<file path="config.mk">
export PLATFORM = sky130hd
export DESIGN_NAME = mem_arbiter
export DESIGN_NICKNAME = d
export VERILOG_FILES = /design/src/rtl/mem_arb_pkg.sv /design/src/rtl/rr_arb2.sv /design/src/rtl/mem_arbiter.sv
export SDC_FILE = /design/constraint.sdc
export NUM_CORES = 1
export LEC_CHECK = 0
export CAP_MARGIN = 20
export CORE_MARGIN = 2
export CORE_UTILIZATION = 38
export CTS_BUF_LIST = sky130_fd_sc_hd__clkbuf_8
export DETAILED_ROUTE_END_ITERATION = 6
export PLACE_DENSITY_LB_ADDON = 0.2
export SETUP_SLACK_MARGIN = 0.3
export SYNTH_ARGS = -nofsm -noshare
export SYNTH_HDL_FRONTEND = slang
export SYNTH_HIERARCHICAL = 1
export SYNTH_SLANG_ARGS = --single-unit
</file>
<file path="constraint.sdc">
create_clock -name clk -period 3.3 [get_ports clk]
set_input_delay 0.66 -clock clk [delete_from_list [all_inputs] [get_ports clk]]
set_output_delay 0.66 -clock clk [all_outputs]
set_load 0.05 [all_outputs]
</file>
<file path="src/rtl/mem_arb_pkg.sv">
// rtl/mem_arb_pkg.sv - shared types and constants for the two-port memory arbiter
package mem_arb_pkg;

    typedef enum logic {
        OWN0 = 1'b0,
        OWN1 = 1'b1
    } owner_t;

    localparam int STAT_W = 16;
    localparam int RD_LAT = 2;

    // Saturating increment used by the per-requester transfer counters
    function automatic logic [STAT_W-1:0] sat_inc(input logic [STAT_W-1:0] v);
        return (v == {STAT_W{1'b1}}) ? v : v + 1'b1;
    endfunction

endpackage

</file>
<file path="src/rtl/rr_arb2.sv">
// rtl/rr_arb2.sv - combinational two-way round-robin picker
module rr_arb2
    import mem_arb_pkg::*;
(
    input  logic [1:0] i_req,
    input  owner_t     i_last,
    output logic [1:0] o_gnt
);

    // Lone requester always wins; on contention the one not served last wins
    always_comb begin
        o_gnt = 2'b00;
        case (i_req)
            2'b01:   o_gnt = 2'b01;
            2'b10:   o_gnt = 2'b10;
            2'b11:   o_gnt = (i_last == OWN1) ? 2'b01 : 2'b10;
            default: o_gnt = 2'b00;
        endcase
    end

endmodule

</file>
<file path="src/rtl/mem_arbiter.sv">
// rtl/mem_arbiter.sv - two-requester round-robin sequencer for a single-port memory (optional MEM_ARB_STATS_EN)
module mem_arbiter
    import mem_arb_pkg::*;
#(
    parameter int N = 8
) (
    input  logic              clk,
    input  logic              rst_n,
    input  logic              req0,
    input  logic              we0,
    input  logic [N-1:0]      addr0,
    input  logic [N-1:0]      wdata0,
    input  logic              req1,
    input  logic              we1,
    input  logic [N-1:0]      addr1,
    input  logic [N-1:0]      wdata1,
    output logic              gnt0,
    output logic              gnt1,
    output logic              rvalid0,
    output logic              rvalid1,
    output logic [N-1:0]      rdata0,
    output logic [N-1:0]      rdata1,
    output logic              mem_we,
    output logic [N-1:0]      mem_addr,
    output logic [N-1:0]      mem_write,
`ifdef MEM_ARB_STATS_EN
    input  logic              stat_clr,
    output logic [STAT_W-1:0] stat_cnt0,
    output logic [STAT_W-1:0] stat_cnt1,
`endif
    input  logic [N-1:0]      mem_read
);

    owner_t       r_last;
    logic [1:0]   w_gnt;
    logic         w_xfer;
    logic         w_sel1;
    logic         w_we;
    logic [N-1:0] w_addr;
    logic [N-1:0] w_wdata;

    logic         r_mem_we;
    logic [N-1:0] r_mem_addr;
    logic [N-1:0] r_mem_write;
    logic         r_s1_valid;
    owner_t       r_s1_owner;
    logic         r_s1_rd;
    logic         r_s2_valid;
    owner_t       r_s2_owner;

    rr_arb2 u_rr_arb2 (
        .i_req  ({req1, req0}),
        .i_last (r_last),
        .o_gnt  (w_gnt)
    );

    // A grant is only ever issued to an active requester, so any grant is a transfer
    assign gnt0    = w_gnt[0];
    assign gnt1    = w_gnt[1];
    assign w_xfer  = |w_gnt;
    assign w_sel1  = w_gnt[1];
    assign w_we    = w_sel1 ? we1    : we0;
    assign w_addr  = w_sel1 ? addr1  : addr0;
    assign w_wdata = w_sel1 ? wdata1 : wdata0;

    // Round-robin pointer: remembers who was served on the latest transfer
    always_ff @(posedge clk or negedge rst_n) begin
        if (!rst_n) begin
            r_last <= OWN1;
        end else if (w_xfer) begin
            r_last <= w_sel1 ? OWN1 : OWN0;
        end
    end

    // Issue stage: drive the memory port; address/data hold when idle
    always_ff @(posedge clk or negedge rst_n) begin
        if (!rst_n) begin
            r_mem_we    <= 1'b0;
            r_mem_addr  <= '0;
            r_mem_write <= '0;
            r_s1_valid  <= 1'b0;
            r_s1_owner  <= OWN0;
            r_s1_rd     <= 1'b0;
        end else if (w_xfer) begin
            r_mem_we    <= w_we;
            r_mem_addr  <= w_addr;
            r_mem_write <= w_wdata;
            r_s1_valid  <= 1'b1;
            r_s1_owner  <= w_sel1 ? OWN1 : OWN0;
            r_s1_rd     <= ~w_we;
        end else begin
            r_mem_we    <= 1'b0;
            r_s1_valid  <= 1'b0;
        end
    end

    // Response tag stage: lines up with the memory's registered read data
    always_ff @(posedge clk or negedge rst_n) begin
        if (!rst_n) begin
            r_s2_valid <= 1'b0;
            r_s2_owner <= OWN0;
        end else begin
            r_s2_valid <= r_s1_valid & r_s1_rd;
            r_s2_owner <= r_s1_owner;
        end
    end

    assign mem_we    = r_mem_we;
    assign mem_addr  = r_mem_addr;
    assign mem_write = r_mem_write;
    assign rvalid0   = r_s2_valid && (r_s2_owner == OWN0);
    assign rvalid1   = r_s2_valid && (r_s2_owner == OWN1);
    assign rdata0    = mem_read;
    assign rdata1    = mem_read;

`ifdef MEM_ARB_STATS_EN
    logic [STAT_W-1:0] r_stat_cnt0;
    logic [STAT_W-1:0] r_stat_cnt1;

    // Saturating per-requester transfer counters; clear wins over increment
    always_ff @(posedge clk or negedge rst_n) begin
        if (!rst_n) begin
            r_stat_cnt0 <= '0;
            r_stat_cnt1 <= '0;
        end else if (stat_clr) begin
            r_stat_cnt0 <= '0;
            r_stat_cnt1 <= '0;
        end else begin
            if (w_gnt[0]) r_stat_cnt0 <= sat_inc(r_stat_cnt0);
            if (w_gnt[1]) r_stat_cnt1 <= sat_inc(r_stat_cnt1);
        end
    end

    assign stat_cnt0 = r_stat_cnt0;
    assign stat_cnt1 = r_stat_cnt1;
`endif

endmodule
</file>
Word level (Yosys, flattened, before mapping)
Index checks and enable logic that the tools add are counted.
{"block": "word_totals", "regBits": 23, "in_bits": 46, "output_inout_bits": 37}
{"block": "op_classes", "n_eq_ne": 3, "n_mux": 8, "n_bitwise": 3, "reduce_logical": 3}
{"operator": "$mux W8", "n": 2}
{"operator": "$pmux W2 S3", "n": 1}
{"operator": "$eq A2 B2 Y1 const B", "n": 2}
{"operator": "$mux W1", "n": 4}
{"operator": "$eq A2 B1 Y1 const B", "n": 1}
{"operator": "$logic_and A1 B1 Y1", "n": 2}
{"operator": "$mux W2", "n": 1}
{"operator": "$not A1 Y1", "n": 2}
{"operator": "$reduce_or A2 Y1", "n": 1}
{"operator": "$and A1 B1 Y1", "n": 1}

Longest topological paths before layout
Gate-level depths: netlist of run 1.
{"block": "depth", "word_depth": 4, "ltp_mapped": 5, "depth_no_buf": 4}

Hierarchy
The synthesis of run 1 kept the hierarchy.
{"mod": "mem_arbiter", "n_inst": 1, "cells_per_inst": 106, "area_each_um2": 1112.3, "seq_area_each_um2": 576.8}
{"mod": "rr_arb2", "n_inst": 1, "cells_per_inst": 3, "area_each_um2": 18.8, "seq_area_each_um2": 0.0}

Least setup slack after synthesis of run 1
No wires, ideal clock.
{"block": "synth_timing", "kind": "in2reg", "startpoint": "input port req1", "endpoint": "register r_mem_we (netlist: mem_we)", "t_arrival_ps": 2537, "t_required_ps": 3172, "slack_ps": 636, "path_stages": 4, "cell_sequence": "a21boi_0 buf_2 buf_2 o21ai_0"}
{"block": "synth_via", "elab_chain_cells": 4}
{"item": "start: declaration", "line_no": "mem_arbiter.sv:13", "rtl": "input logic req1,"}
{"item": "$eq A2 B2 Y1 / $eq A2 B1 Y1 (equally long branches)", "line_no": "rr_arb2.sv:13", "rtl": "case (i_req)"}
{"item": "$pmux W2 S3 (*)", "line_no": "rr_arb2.sv:13"}
{"item": "$mux W1 / $reduce_or A2 Y1 (equally long branches)", "line_no": "mem_arbiter.sv:62, mem_arbiter.sv:60"}
{"item": "$mux W1 (*)", "line_no": "mem_arbiter.sv:84", "rtl": "end else if (w_xfer) begin"}
{"item": "end signal: assignment", "line_no": "mem_arbiter.sv:85", "rtl": "r_mem_we <= w_we;"}
{"item": "end: declaration", "line_no": "mem_arbiter.sv:42", "rtl": "logic r_mem_we;"}
Mark *: on every way between the ends. The rest lies on a longest branch, timed or not.
A chain may end at the register's enable or synchronous reset.

Worst setup path after layout of run 1
{"block": "layout_timing", "startpoint": "input port req0", "endpoint": "output port gnt0"}
{"block": "layout_via", "elab_chain_cells": 2}
{"item": "start: declaration", "line_no": "mem_arbiter.sv:9", "rtl": "input logic req0,"}
{"item": "$eq A2 B2 Y1 / $eq A2 B1 Y1 (equally long branches)", "line_no": "rr_arb2.sv:13"}
{"item": "$pmux W2 S3 (*)", "line_no": "rr_arb2.sv:13"}
{"item": "end: declaration", "line_no": "mem_arbiter.sv:17", "rtl": "output logic gnt0,"}
Marks and branches as above.

==> results.toml, run 1 <==
[clock_network]
htree_levels = 1
cts_tree = "yes"
clock_sinks = 23
cts_made_buffers = 3
cts.repair.resized = 0
ctsHoldBuffers = 0
cts_max_path_buffers = 2
post_cts_buffers = 0
clk_pin_slew_ns = 0.08
insertion_delay_ns = 0.26
clock-root-buffer = "clkbuf_8"

[timing]
tns_ns = 0
max_freq_ghz = 0.4333
post-route-period-util_pct = 69.93
drv_slew = 0
tightest_slew_ns = 0.5089
rsz0062_at_grt = "false"
skew_ns = 0.0006938
period_needed_ns = 2.308
slew_headroom_pct = 65.97
setup_viol = 0
hold_violations = 0

[yosys]
synth_area_sq_um = 1131
synth.avg_cell_area_sq_um = 10.38
yosys_warnings = 6
synth.net_count = 155
ys_seq_area_share_pct = 51.00
synth_seq_cells = 23
synth_cells = 109
synthDistinctLibCells = 18

[pwr]
p_int_w = 0.0005574
sequentialPowerShare_pct = 39.8
comb_power_share_pct = 40.8
clkPwrFrac_pct = 19.5
switching_share_pct = 36.25
p_leak_nw = 0.7373
peakVddDrop_uv = 376.3
p_per_area_nw_per_um2 = 513.1
p_switching_w = 0.0003170

[finish]
fin_nets = 200
antenna_cells = 0
n_fill_cell = 231
layout.cells.non_filler = 184
drive_above_1_share_pct = 9.150
syn_to_final_growth_pct = 50.66

[floorplan]
io_pins = 83
die_area_sq_um = 3429
design.core.area_sq_um = 2781
start_util_pct = 40.67
chipWidth_microns = 58.56
rows = 19
dieHeight_microns = 58.56

[drt]
drtIter0Drc = 9
vias = 877
firstDrtPassIters = 3
wirelength_microns = 2393
ant_nets = 0
wire_per_inst_microns = 13.01
viasPerCell = 4.766
drc = 0

[hold_path]
hold_path.class = "reg -> reg"
min_from = "r_s1_owner$_DFFE_PN0P_"

[worst_setup_path]
worstPathCellList = "clkdlybuf4s50_1 -> a21boi_2 -> buf_4 -> buf_12"
crit_path_end_kind = "output pin"
crit_family = "buffers and inverters"
critPathRequiredTime_ns = 2.64
cp.buffers_inverters = 3
critPathSlowestCell = "clkdlybuf4s50_1"
r2r_setup_slack_ns = 1.66
cp.arrival_ns = 1.65
crit_path_max_fanout = 7
critPathLaunchType = "primary input"
critPathKind = "in -> out"
crit_path_max_incr_delay_ns = 0.49
reg2reg_from = "r_last$_DFFE_PN1P_"
crit_start = "req0"

[grt]
grt_usage_pct = 14.73
grt_max_degree = 39
antenna_found_initial = 0
grt_pass1_vias = 877
grt_pass1_wl_microns = 3829
grt.overflow.total = 0

[place]
placed_cells = 179
hpwl_microns = 1818
gp_congestion = 0.6927
port_buffers = 58

[flow_run]
drv_cap = 0

[outcome]
status = "finished clean"
## Yosys cell counts, drive strengths merged
cell type	instances	share of area (%)
dfrtp	22	49
buf	21	14
nand2	18	6.0
o21ai	17	7.5
mux2i	16	14
nor2b	3	1.7
a21boi	2	1.3
a21o	2	1.3
and2	2	1.1
inv	2	0.66
clkbuf	1	0.33
dfstp	1	2.3
o31a	1	0.77
or2	1	0.55
## power by group through the flow
stage	combinational, W	sequential, W	clock [W]
2_1_floorplan	0.000148	0.000466	0
3_3_place_gp	0.000354	0.000352	0
3_5_place_dp	0.000358	0.000353	0
4_1_cts	0.000358	0.000348	0.000178
5_1_grt	0.000376	0.000353	0.000191
6_report	0.000356	0.000348	0.000170
## cell type report
type                       count  area, sq um  area share, %
tap                           31        38.79          2.276
timing repair buffer          62        638.1          37.45
clock inverter                 1        5.005         0.2937
multi-input combinational     62        396.6          23.27
inverter                       2        7.507         0.4405
clock buffer                   3        41.29          2.423
sequential                    23        576.8          33.85
## metrics by stage
| step | power (W) | setup WS [ns] | utilization, % | cell area (sq um) | hold slack [ns] |
|---|---|---|---|---|---|
| 2_1_floorplan | 0.0006141 | 0.6356 | - | 1131 | 0.3540 |
| 5_1_grt | 0.0009206 | 0.9234 | 61.27 | 1704 | 0.3972 |
| 3_5_place_dp | 0.0007108 | 0.9883 | 59.06 | 1643 | 0.3742 |
| 6_report | 0.0008743 | 0.9922 | 61.27 | 1704 | 0.3876 |
| 3_3_place_gp | 0.0007058 | 1.011 | 59.06 | 1643 | 0.3639 |
| 4_1_cts | 0.0008844 | 0.9847 | 60.73 | 1689 | 0.3931 |
## worst register-to-register path: stages (launching register included)
cell and delay [ns]:
dfstp_2 0.56, inv_1 0.05, a21boi_2 0.13, buf_4 0.19, buf_4 0.29, nor2b_1 0.08, o31a_1 0.24
## metal layers
layer	up-vias	track usage (%)	part of all wire [%]
li1	434	-	-
met1	408	16.93	41
met2	29	25.52	51
met3	6	1.758	6.2
met4	0	9.967	1.8
met5	-	0	0
## state kept, by name, indices dropped and copies added (netlist names)
name,count
r_s2_owner,1
r_s1_owner,1
mem_write,8
r_s1_rd,1
r_last,1
r_s2_valid,1
mem_we,1
mem_addr,8
r_s1_valid,1
## cell usage in the layout (no fill, tap or decap), drive strengths merged, types with 3 or more instances in the layout
cell / instances
buf: 6
clkbuf: 3
clkdlybuf4s50: 56
dfrtp: 22
mux2i: 16
nand2: 18
nor2b: 3
o21ai: 17
## kinds of logic after synthesis
group / share of synthesized area (%)
buf+inv: 14.60
mux: 14.16
flops: 51.00
simple gates: 9.292
compound gates: 10.95
## path summary, 6_finish.rpt
path	depth (start not counted)	end
min in group asynchronous	1	mem_addr[6]$_DFFE_PN0P_
worst min register to register	0	r_s2_owner$_DFF_PN0_
max in group asynchronous	2	r_last$_DFFE_PN1P_
worst max register to register	6	r_s1_rd$_DFFE_PN0P_
worst min-delay path	0	r_s2_owner$_DFF_PN0_
worst max-delay path	4	gnt0
No activity file was read; power rests on OpenSTA's default activity.
==> run 2: changes to the inputs <==
--- a/config.mk
+++ b/config.mk
@@ -7,7 +7,7 @@
 export LEC_CHECK = 0
 export CAP_MARGIN = 20
 export CORE_MARGIN = 2
-export CORE_UTILIZATION = 38
+export CORE_UTILIZATION = 32
 export CTS_BUF_LIST = sky130_fd_sc_hd__clkbuf_8
 export DETAILED_ROUTE_END_ITERATION = 6
 export PLACE_DENSITY_LB_ADDON = 0.2
==> constraint.sdc (replaced) <==
create_clock -name clk -period 1.9 [get_ports clk]
set_input_delay 0.38 -clock clk [delete_from_list [all_inputs] [get_ports clk]]
set_output_delay 0.38 -clock clk [all_outputs]
set_load 0.05 [all_outputs]
==> results.toml, run 2 (synthesis gave the netlist of run 1 again) <==
[outcome]
status = "finished clean"

[timing]
post-route-period-util_pct = 82.23
slew_headroom_pct = 66.05
hold_violations = 0
setup_viol = 0
skew_ns = 0.002164
tns_ns = 0
tightest_slew_ns = 0.5113
whs_ns = 0.4056
max_freq_ghz = 0.6401
drv_slew = 0
period_needed_ns = 1.562
rsz0062_at_grt = "true"

[grt]
antenna_found_initial = 0
grt.overflow.total = 0
grt_pass1_vias = 922
grt_pass1_wl_microns = 4236
grt_max_degree = 24
grt_usage_pct = 13.50

[place]
hpwl_microns = 2022
port_buffers = 58
gp_congestion = 0.6956

[hold_path]
hold_path.class = "reg -> reg"
min_from = "r_s1_owner$_DFFE_PN0P_"

[pwr]
p_leak_nw = 0.8129
peakVddDrop_uv = 420.5
p_per_area_nw_per_um2 = 861.1

[worst_setup_path]
critPathRequiredTime_ns = 1.52
rr_worst_depth = 6
crit_path_max_incr_delay_ns = 0.54
crit_start = "r_last$_DFFE_PN1P_"
worstPathCellList = "inv_1 -> a21boi_4 -> buf_12"
reg2reg_from = "r_last$_DFFE_PN1P_"
critPathSlowestCell = "dfstp_2"
crit_path_max_fanout = 2
r2r_end = "mem_write[6]$_DFFE_PN0P_"
crit_family = "flip-flops"
critPathLaunchType = "register"
cp.arrival_ns = 1.18
critPathCapture = "gnt0"
crit_path_end_kind = "output pin"
cp.buffers_inverters = 2
path_depth = 3
critPathKind = "reg -> out"
r2r_setup_slack_ns = 0.40

[floorplan]
rows = 21
io_pins = 83
die_area_sq_um = 4026
chipWidth_microns = 63.45
start_util_pct = 33.63
dieHeight_microns = 63.45
design.core.area_sq_um = 3363

[drt]
drtIter0Drc = 5
vias = 912
wirelength_microns = 2617
drc = 0
wire_per_inst_microns = 12.83
viasPerCell = 4.471
firstDrtPassIters = 4
ant_nets = 0

[clock_network]
ctsHoldBuffers = 0
htree_levels = 1
cts_tree = "yes"
clk_pin_slew_ns = 0.08
cts_max_path_buffers = 2
cts_made_buffers = 3
clock_sinks = 23
insertion_delay_ns = 0.26
clock-root-buffer = "clkbuf_8"

[flow_run]
drv_cap = 0

[finish]
final_common_cell = "clkdlybuf4s50_1"
drive_above_1_share_pct = 15.19
postLayoutCoreUtil_pct = 52.34
layout_common_cells = "35 x clkdlybuf4s50_1, 22 x dfrtp_1, 18 x nand2_1"
n_fill_cell = 351
syn_to_final_growth_pct = 55.64
fin_nets = 205
antenna_cells = 0
==> run 2: cell count changes in the layout (fill, tap and decap cells not counted), sizes merged <==
| cell | change |
|---|---|
| clkdlybuf4s50 | -21 |
| dlygate4sd2 | +17 |
| buf | +9 |
==> run 2: layout make-up <==
class | instances | area (sq um) | share of cell area, %
repair buffers | 67 | 656.9 | 37.31
flip-flops and latches | 23 | 576.8 | 32.76
multi-input cells | 62 | 415.4 | 23.60
clock inverters | 1 | 5.005 | 0.2843
well taps | 46 | 57.56 | 3.269
inverters | 2 | 7.507 | 0.4264
clock buffers | 3 | 41.29 | 2.345
==> run 2: timing repair <==
item                                    in CTS  in global routing
endpoints found under the setup margin      17                  4
resized for setup                           18                  3
buffers inserted                             3                  0
==> run 2: worst min-delay path by stage <==
| stage | endpoint | slack [ns] | depth (start not counted) |
|---|---|---|---|
| 3_5_place_dp | r_s2_owner$_DFF_PN0_ | 0.38 | 0 |
| 2_1_floorplan | mem_addr[0]$_DFFE_PN0P_ | 0.08 | 0 |
| 4_1_cts | r_s2_owner$_DFF_PN0_ | 0.40 | 0 |
| 5_1_grt | r_s2_owner$_DFF_PN0_ | 0.42 | 0 |
| 6_report | r_s2_owner$_DFF_PN0_ | 0.41 | 0 |
| 3_3_place_gp | r_s2_owner$_DFF_PN0_ | 0.38 | 0 |
==> run 2: routing by layer <==
metal	track usage, %	vias to the layer above	part of all wire, %
li1	-	445	-
met1	15.15	427	39
met2	24.21	26	53
met3	1.607	14	5.1
met4	8.152	0	2.6
met5	0	-	0
==> run 2: power by group <==
group          total (W)  internal [W]  leakage [nW]  switching (W)
Combinational   0.000614      0.000238         0.513       0.000375
Clock           0.000302      0.000146        0.0255       0.000155
Sequential      0.000600      0.000565         0.274      0.0000351
==> run 2: through the flow <==
stage | instances | area [sq um] | total power [W] | setup slack [ns]
after global placement | 197 | 1694 | 0.001241 | 0.1225
after global routing | 204 | 1760 | 0.001592 | 0.2870
after CTS | 204 | 1749 | 0.001529 | 0.3296
after floorplan | 109 | 1150 | 0.001073 | 0.3131
after detailed placement | 197 | 1694 | 0.001251 | 0.07081
final | 204 | 1760 | 0.001516 | 0.3376
==> run 3: changes to the inputs <==
==> constraint.sdc (replaced) <==
create_clock -name clk -period 1.35 [get_ports clk]
set_input_delay 0.27 -clock clk [delete_from_list [all_inputs] [get_ports clk]]
set_output_delay 0.27 -clock clk [all_outputs]
set_load 0.05 [all_outputs]
==> results.toml, run 3 (synthesis gave the netlist of run 1 again) <==
[grt]
grt.overflow.total = 0
grt_max_degree = 24
grt_usage_pct = 14.99
antenna_found_initial = 0
grt_pass1_vias = 1001
grt_pass1_wl_microns = 4623

[drt]
viasPerCell = 4.394
vias = 949
drtIter0Drc = 18
wirelength_microns = 2901
drc = 0
firstDrtPassIters = 4
ant_nets = 0
wire_per_inst_microns = 13.43

[timing]
setup_viol = 16
whs_ns = 0.3603
worst_slack_ns = -0.1713
tns_ns = -1.801
slew_headroom_pct = 89.60
tightest_slew_ns = 0.1517
hold_violations = 0
drv_slew = 0
period_needed_ns = 1.521
max_freq_ghz = 0.6574
post-route-period-util_pct = 112.7
rsz0062_at_grt = "true"
skew_ns = 0.001323

[floorplan]
design.core.area_sq_um = 3363
rows = 21
start_util_pct = 33.63
die_area_sq_um = 4026
dieHeight_microns = 63.45
io_pins = 83
chipWidth_microns = 63.45

[worst_setup_path]
reg2reg_from = "r_last$_DFFE_PN1P_"
critPathRequiredTime_ns = 1.08
crit_path_end_kind = "output pin"
crit_start = "r_last$_DFFE_PN1P_"
critPathKind = "reg -> out"
critPathLaunchType = "register"
crit_path_max_fanout = 2
r2r_setup_slack_ns = -0.15
cp.arrival_ns = 1.25

[finish]
layout.cells.non_filler = 216
n_fill_cell = 291
fin_nets = 217
drive_above_1_share_pct = 32.35
final_common_cell = "clkdlybuf4s50_1"
antenna_cells = 0
syn_to_final_growth_pct = 89.49
layout_common_cells = "35 x clkdlybuf4s50_1, 26 x buf_12, 22 x dfrtp_1"
postLayoutCoreUtil_pct = 63.73

[place]
port_buffers = 58
gp_congestion = 0.6893
hpwl_microns = 2234
placed_cells = 202

[clock_network]
htree_levels = 1
cts_made_buffers = 3
clock_sinks = 23
clock-root-buffer = "clkbuf_8"
ctsHoldBuffers = 0
cts_tree = "yes"
clk_pin_slew_ns = 0.08
insertion_delay_ns = 0.26
cts_max_path_buffers = 2

[flow_run]
drv_cap = 0

[hold_path]
hold_path.class = "in -> async"

[pwr]
p_per_area_nw_per_um2 = 1186
p_leak_nw = 0.9609
peakVddDrop_uv = 568.9

[outcome]
status = "finished with violations"
violations = "negative setup slack"
run 3: changes by cell type in the layout (fill, tap and decap cells not counted), moves of 2 or more:
| cell | delta |
|---|---|
| buf_4 | +4 |
| dlygate4sd2_1 | -15 |
| buf_12 | +23 |
| nor2b_1 | -2 |
run 3: area by class of cell:
class	count	area (sq um)	share of cell area (%)
inverters	2	7.507	0.3503
clock inverters	1	3.754	0.1751
multi-input cells	62	424.2	19.79
repair buffers	79	1032	48.16
well taps	46	57.56	2.685
clock buffers	3	41.29	1.926
flip-flops and latches	23	576.8	26.91
run 3: worst paths after layout:
path                                                 to  depth (start not counted)
worst max-delay path                               gnt1                          4
worst min-delay path               r_s2_valid$_DFF_PN0_                          2
worst max register to register  mem_addr[6]$_DFFE_PN0P_                          7
worst min register to register     r_s2_owner$_DFF_PN0_                          0
max in group asynchronous            r_last$_DFFE_PN1P_                          2
min in group clk                   r_s2_owner$_DFF_PN0_                          0
run 3: routing by layer:
layer | GRT usage (%) | wire length (microns)
met1 | 15.19 | 1060
met2 | 28.82 | 1631
met3 | 1.964 | 145
met4 | 8.696 | 63
met5 | 0 | 0
run 3: stage by stage:
| step | total power [W] | area, sq um | worst slack, ns |
|---|---|---|---|
| 3_5_place_dp | 0.002058 | 1977 | -0.2710 |
| 4_1_cts | 0.002540 | 2111 | -0.1833 |
| 5_1_grt | 0.002657 | 2143 | -0.2234 |
| 6_report | 0.002543 | 2143 | -0.1713 |
| 2_1_floorplan | 0.001518 | 1157 | -0.2141 |
| 3_3_place_gp | 0.002035 | 1977 | -0.2316 |
run 3: power breakdown:
part	total (W)	internal (W)	switching (W)	leakage, nW
sequential	0.000897	0.000796	0.000101	0.274
clock	0.000419	0.000203	0.000216	0.0269
combinational	0.00123	0.000668	0.000558	0.660
run 3: timing repair:
action | in CTS | in global routing
pin swaps | 2 | 0
endpoints found under the setup margin | 42 | 42
buffers inserted | 6 | 3
resized for setup | 6 | 3
cloned | 1 | 0
run 3: worst max-delay path: stages (launching register included):
cell      delay [ns]
dfstp_2         0.54
buf_4           0.11
a21boi_2        0.06
buf_4           0.14
buf_12          0.14
